<file path="src/rtl/pcpi_issue_ctrl.sv">
// pcpi_issue_ctrl
// Initiator side of a PCPI coprocessor link. Takes one instruction plus operands from an
// upstream valid/ready port, presents it on pcpi_* until the coprocessor completes or the
// request times out, then returns the result (or an error) on a downstream valid/ready port.
// Saturating statistics count completed and timed-out requests.
//
// Ports
//   i_clk, i_resetn                        clock (rising edge), async active-low reset
//   i_req_valid/o_req_ready                upstream request handshake
//   i_req_insn/i_req_rs1/i_req_rs2         instruction word and operands
//   o_pcpi_valid/o_pcpi_insn/rs1/rs2       request toward the coprocessor (registered)
//   i_pcpi_busy/i_pcpi_ready               coprocessor working / result pulse
//   i_pcpi_wr/i_pcpi_rd                    write-back flag and result data
//   o_rsp_valid/i_rsp_ready                downstream response handshake
//   o_rsp_data/o_rsp_wr/o_rsp_err          captured result, write-back flag, timeout flag
//   o_cnt_done/o_cnt_timeout               saturating completion / timeout counters
module pcpi_issue_ctrl #(
    parameter int unsigned TIMEOUT_CYCLES = 16,
    parameter int unsigned CNT_WIDTH      = 16
) (
    input  logic                 i_clk,
    input  logic                 i_resetn,
    input  logic                 i_req_valid,
    output logic                 o_req_ready,
    input  logic [31:0]          i_req_insn,
    input  logic [31:0]          i_req_rs1,
    input  logic [31:0]          i_req_rs2,
    output logic                 o_pcpi_valid,
    output logic [31:0]          o_pcpi_insn,
    output logic [31:0]          o_pcpi_rs1,
    output logic [31:0]          o_pcpi_rs2,
    input  logic                 i_pcpi_busy,
    input  logic                 i_pcpi_ready,
    input  logic                 i_pcpi_wr,
    input  logic [31:0]          i_pcpi_rd,
    output logic                 o_rsp_valid,
    input  logic                 i_rsp_ready,
    output logic [31:0]          o_rsp_data,
    output logic                 o_rsp_wr,
    output logic                 o_rsp_err,
    output logic [CNT_WIDTH-1:0] o_cnt_done,
    output logic [CNT_WIDTH-1:0] o_cnt_timeout
);

    localparam int unsigned TmoW = $clog2(TIMEOUT_CYCLES + 1);
    localparam logic [TmoW-1:0]      TMO_LAST = TmoW'(TIMEOUT_CYCLES - 1);
    localparam logic [TmoW-1:0]      TMO_ONE  = TmoW'(1);
    localparam logic [CNT_WIDTH-1:0] CNT_ONE  = CNT_WIDTH'(1);

    typedef enum logic [1:0] {StIdle, StIssue, StResp} state_e;

    state_e               r_state;
    state_e               w_state_next;
    logic [TmoW-1:0]      r_tmo_cnt;
    logic [31:0]          r_pcpi_insn;
    logic [31:0]          r_pcpi_rs1;
    logic [31:0]          r_pcpi_rs2;
    logic [31:0]          r_rsp_data;
    logic                 r_rsp_wr;
    logic                 r_rsp_err;
    logic [CNT_WIDTH-1:0] r_cnt_done;
    logic [CNT_WIDTH-1:0] r_cnt_timeout;

    logic w_accept;
    logic w_done;
    logic w_timeout;

    assign w_accept  = (r_state == StIdle) && i_req_valid;
    assign w_done    = (r_state == StIssue) && i_pcpi_ready;
    // A busy cycle clears the count, so only an unbroken run of idle cycles can abort.
    // pcpi_ready in the same cycle takes priority over the abort.
    assign w_timeout = (r_state == StIssue) && !i_pcpi_ready && !i_pcpi_busy &&
                       (r_tmo_cnt == TMO_LAST);

    // State register
    always_ff @(posedge i_clk or negedge i_resetn) begin
        if (!i_resetn) begin
            r_state <= StIdle;
        end else begin
            r_state <= w_state_next;
        end
    end

    // Next-state logic
    always_comb begin
        w_state_next = r_state;
        unique case (r_state)
            StIdle:  if (w_accept) w_state_next = StIssue;
            StIssue: if (w_done || w_timeout) w_state_next = StResp;
            StResp:  if (i_rsp_ready) w_state_next = StIdle;
            default: w_state_next = StIdle;
        endcase
    end

    // Output logic. req_ready is gated by reset so every output reads 0 while reset is held.
    always_comb begin
        o_req_ready  = 1'b0;
        o_pcpi_valid = 1'b0;
        o_rsp_valid  = 1'b0;
        unique case (r_state)
            StIdle:  o_req_ready  = i_resetn;
            StIssue: o_pcpi_valid = 1'b1;
            StResp:  o_rsp_valid  = 1'b1;
            default: o_req_ready  = 1'b0;
        endcase
    end

    // Request registers: written only on acceptance, so they stay stable through the
    // coprocessor's completion cycle.
    always_ff @(posedge i_clk or negedge i_resetn) begin
        if (!i_resetn) begin
            r_pcpi_insn <= '0;
            r_pcpi_rs1  <= '0;
            r_pcpi_rs2  <= '0;
        end else if (w_accept) begin
            r_pcpi_insn <= i_req_insn;
            r_pcpi_rs1  <= i_req_rs1;
            r_pcpi_rs2  <= i_req_rs2;
        end
    end

    // Timeout counter
    always_ff @(posedge i_clk or negedge i_resetn) begin
        if (!i_resetn) begin
            r_tmo_cnt <= '0;
        end else if (w_accept) begin
            r_tmo_cnt <= '0;
        end else if (r_state == StIssue) begin
            r_tmo_cnt <= i_pcpi_busy ? '0 : r_tmo_cnt + TMO_ONE;
        end
    end

    // Response capture; held untouched in StResp until consumed.
    always_ff @(posedge i_clk or negedge i_resetn) begin
        if (!i_resetn) begin
            r_rsp_data <= '0;
            r_rsp_wr   <= 1'b0;
            r_rsp_err  <= 1'b0;
        end else if (w_done) begin
            r_rsp_data <= i_pcpi_rd;
            r_rsp_wr   <= i_pcpi_wr;
            r_rsp_err  <= 1'b0;
        end else if (w_timeout) begin
            r_rsp_data <= '0;
            r_rsp_wr   <= 1'b0;
            r_rsp_err  <= 1'b1;
        end
    end

    // Saturating statistics
    always_ff @(posedge i_clk or negedge i_resetn) begin
        if (!i_resetn) begin
            r_cnt_done    <= '0;
            r_cnt_timeout <= '0;
        end else begin
            if (w_done && (r_cnt_done != '1)) begin
                r_cnt_done <= r_cnt_done + CNT_ONE;
            end
            if (w_timeout && (r_cnt_timeout != '1)) begin
                r_cnt_timeout <= r_cnt_timeout + CNT_ONE;
            end
        end
    end

    assign o_pcpi_insn   = r_pcpi_insn;
    assign o_pcpi_rs1    = r_pcpi_rs1;
    assign o_pcpi_rs2    = r_pcpi_rs2;
    assign o_rsp_data    = r_rsp_data;
    assign o_rsp_wr      = r_rsp_wr;
    assign o_rsp_err     = r_rsp_err;
    assign o_cnt_done    = r_cnt_done;
    assign o_cnt_timeout = r_cnt_timeout;

endmodule
</file>
<file path="config.mk">
export PLATFORM = sky130hd
export DESIGN_NAME = pcpi_issue_ctrl
export DESIGN_NICKNAME = d
export VERILOG_FILES = /design/src/rtl/pcpi_issue_ctrl.sv
export SDC_FILE = /design/constraint.sdc
export NUM_CORES = 1
export LEC_CHECK = 0
export BUFFER_PORTS_ARGS = -buffer_cell sky130_fd_sc_hd__buf_2
export CORE_MARGIN = 2
export CORE_UTILIZATION = 47
export DETAILED_ROUTE_END_ITERATION = 6
export PLACE_DENSITY = 0.83
export SETUP_SLACK_MARGIN = 0.4
export SYNTH_ARGS = -nofsm -noshare
export SYNTH_HDL_FRONTEND = slang
export SYNTH_SLANG_ARGS = --single-unit
</file>
<file path="constraint.sdc">
create_clock -name i_clk -period 3.25 [get_ports i_clk]
set_input_delay 0.325 -clock i_clk [delete_from_list [all_inputs] [get_ports i_clk]]
set_output_delay 0.325 -clock i_clk [all_outputs]
set_load 0.01 [all_outputs]
</file>
==> flow_metrics.tcl <==
set metrics [dict create \
    outcome "complete, no violations" \
    wl_per_cell_um 16.9 \
    ir_drop_v 0.000556 \
    fin_hold_ws_ns 0.109 \
    reg2reg_depth 4 \
    final_cell_mix "buf_2, dfrtp_1, mux2_2" \
    critical_path.slowest_cell "or4_4" \
    grt_first_pass_wirelength_um 25900 \
    cp-end-kind "flip-flop" \
    start_kind "flip-flop" \
    ys.flop_type "dfrtp_1" \
    synthDistinctLibCells 38 \
    rr_startpoint "r_state[1]" \
    netlist_top_cells_area "dfrtp_1, mux2_2, nand2_1" \
    die_h_um 124 \
    p_comb_share_pct 35.8 \
    power_frac_seq_pct 41.2 \
    tns_ns 0 \
    switching_share_pct 33.5 \
    synthCells 530 \
    postSynth.asyncResetShare_pct 100 \
    r2r_end "o_cnt_timeout[12]" \
    startpoint "r_state[1]" \
    path_delay_family "simple AND/OR/NAND/NOR gates" \
    slew_headroom_pct 49.9 \
    crit_chain "or3b_1 > or3b_1 > or4_4 > mux2_4" \
    grt_pass1_vias 5155 \
    detail-route-antenna-nets 0 \
    finalWorstSetupSlack_ns 0.746 \
    fmax_mhz 399 \
    endpoint "o_cnt_timeout[12]" \
    p_leak_nw 4.60 \
    cts_resized 0 \
    via_count 5228 \
    synth.yosys.seq_area_share_pct 62.4 \
    cts.sinks 169 \
    drt_iter0_drc 188 \
    worst_pin_slew_ns 0.752 \
    drc 0 \
    ff2ff_setup_slack_ns 0.75 \
    pwr-share-clk_pct 23.0 \
    path_buf_inv 0 \
    p_int_mw 5.57 \
    nets 972 \
    fin_crit_ns 2.50 \
    std_cell_rows 43 \
    setup_violations 0 \
    hp-class "input pin to flip-flop" \
    initial_utilization_pct 48.5 \
    area_growth_pct 34.0 \
    viasPerCell 5.12 \
    cp_max_fo 10 \
    drive_above_1_share_pct 52.3 \
    grt.overflow.total 0 \
    powerDensity_nw_per_um2 922 \
    tritoncts "done" \
    core_area_um2 14000 \
    grt_start_max_net_pins 108 \
    cts_made_buffers 17 \
    crit_top_cell "or3b_1" \
    path_class "flip-flop to flip-flop" \
    cts_max_path_buffers 2 \
    insertion_delay_ns 0.42 \
    dieArea_um2 15400 \
    antenna_found_initial 2 \
    skew_ns 0.00991 \
    htree_levels 4 \
    cpPeakStageDelay_ns 0.58 \
    synthesis.nets 669 \
    wl_um 17300 \
    port_buffers 299 \
    grt_util_all_layers_pct 22.4 \
    power_mw 8.38 \
    drtPass1Iterations 4 \
    io_pins 300 \
    drv_cap 0 \
    dp_hpwl_um 12400 \
    cp.required_ns 3.55 \
    syn-cell-area_um2 6780 \
    cts-root-buf "clkbuf_16" \
    hold_viol 0 \
    dp_worst_setup_slack_ns 0.754 \
    drv_slew 0 \
    avgSynthCellArea_um2 12.8 \
    rsz0062_at_grt "no" \
    netlist.area_leader.share_pct 62.4 \
    fp.dieW_um 124 \
    final_common_cell "buf_2" \
    yosysWarnings 0 \
    post-route-period-util_pct 77.0 \
    synth_edf_count 0 \
    gp_congestion 0.813 \
    synth-seq-cells 169 \
    cp.depth 4 \
    synth.largest_area_cell "dfrtp_1" \
    clkTransAtPathRegs_ns 0.06 \
    netSwitchingPower_mw 2.81 \
    worst-endpoint-arrival_ns 2.80 \
]
[layer usage]
layer,part of all wire (%),global-route usage (%),vias to the layer above
met1,38,24.9,2520
met2,51,38.6,230
met4,1.8,8.22,2
li1,-,-,2447
met5,0.064,0,-
met3,9.3,8.93,29
[stage by stage]
stage / instance area, um2 / utilization (%) / instances
final: 9090 / 65.0 / 1022
after global routing: 9090 / 65.0 / 1021
after CTS: 9090 / 65.0 / 1021
after detailed placement: 8520 / 60.9 / 993
after global placement: 8520 / 60.9 / 993
after floorplan: 6780 / - / 530
[power by group through the flow]
stage | clock network, mW | registers [mW] | logic [mW]
after detailed placement | 0 | 3.46 | 3.04
after global placement | 0 | 3.41 | 2.95
final | 1.93 | 3.45 | 3.00
after floorplan | 0 | 3.85 | 1.23
after CTS | 1.97 | 3.45 | 3.05
after global routing | 2.07 | 3.56 | 3.25
[synth_stat cells (all sizes together), types with 2 or more instances]
cell type and n:
clkbuf 21, mux2 99, xnor2 6, nor3b 8, nor3 10, nor2 9, o32ai 2, and3 4
dfrtp 169, ha 4, nand2b 2, inv 4, nand4 14, or3b 2, nand2 79, nand3 10
nor4 5, nand4b 2, nor4b 2, buf 4, or2 2, xor2 23, o21ai 37
[sequential cells by signal (all words and copies together), names as in the netlist]
signal,count
r_tmo_cnt,5
o_rsp_err,1
o_pcpi_rs2,32
o_rsp_data,32
o_pcpi_rs1,32
o_cnt_done,16
o_cnt_timeout,16
o_pcpi_insn,32
o_rsp_wr,1
r_state,2
[area by class of cell]
class,count,area (um2)
Antenna cell,1,2.50
Clock buffer,19,453
Clock inverter,8,101
Fill cell,1089,4900
Inverter,4,15.0
Multi-Input combinational cell,332,2440
Sequential cell,169,4230
Tap cell,180,225
Timing Repair Buffer,309,1620
[cell families (layout without fill, tap and decap cells)]
| logic type | after synthesis | count (layout) | share of synthesized area, % |
|---|---|---|---|
| other cells | 0 | 1 | 0 |
| flops | 169 | 169 | 62.4 |
| compound gates | 43 | 43 | 3.49 |
| buf+inv | 29 | 340 | 1.73 |
| mux | 99 | 99 | 16.5 |
| xor+xnor | 29 | 29 | 3.75 |
| fa+ha+maj | 4 | 4 | 0.738 |
| simple gates | 157 | 157 | 11.4 |
[worst min-delay path by stage]
stage | startpoint | cells past startpoint | slack, ns | to
after global routing | i_pcpi_rd[19] | 3 | 0.1 | o_rsp_data[19]
after floorplan | i_resetn | 0 | 0.03 | o_cnt_done[0]
after global placement | i_resetn | 1 | 0.34 | o_cnt_timeout[13]
final | i_pcpi_rd[20] | 3 | 0.11 | o_rsp_data[20]
after CTS | i_pcpi_rd[20] | 3 | 0.09 | o_rsp_data[20]
after detailed placement | i_resetn | 1 | 0.34 | o_cnt_timeout[15]
[worst register-to-register path, cell delays in order, from the launching register on]
cell     delay [ns]
dfrtp_1        0.44
or3b_1         0.52
or3b_1         0.55
or4_4          0.58
mux2_4         0.30
[repair_timing]
| item | 4_1_cts | 5_1_grt |
|---|---|---|
| endpoints found under the hold margin | 62 | 0 |
| setup buffers | 0 | 0 |
| hold buffers | 1 | 0 |
No activity file was read; power rests on OpenSTA's default activity.
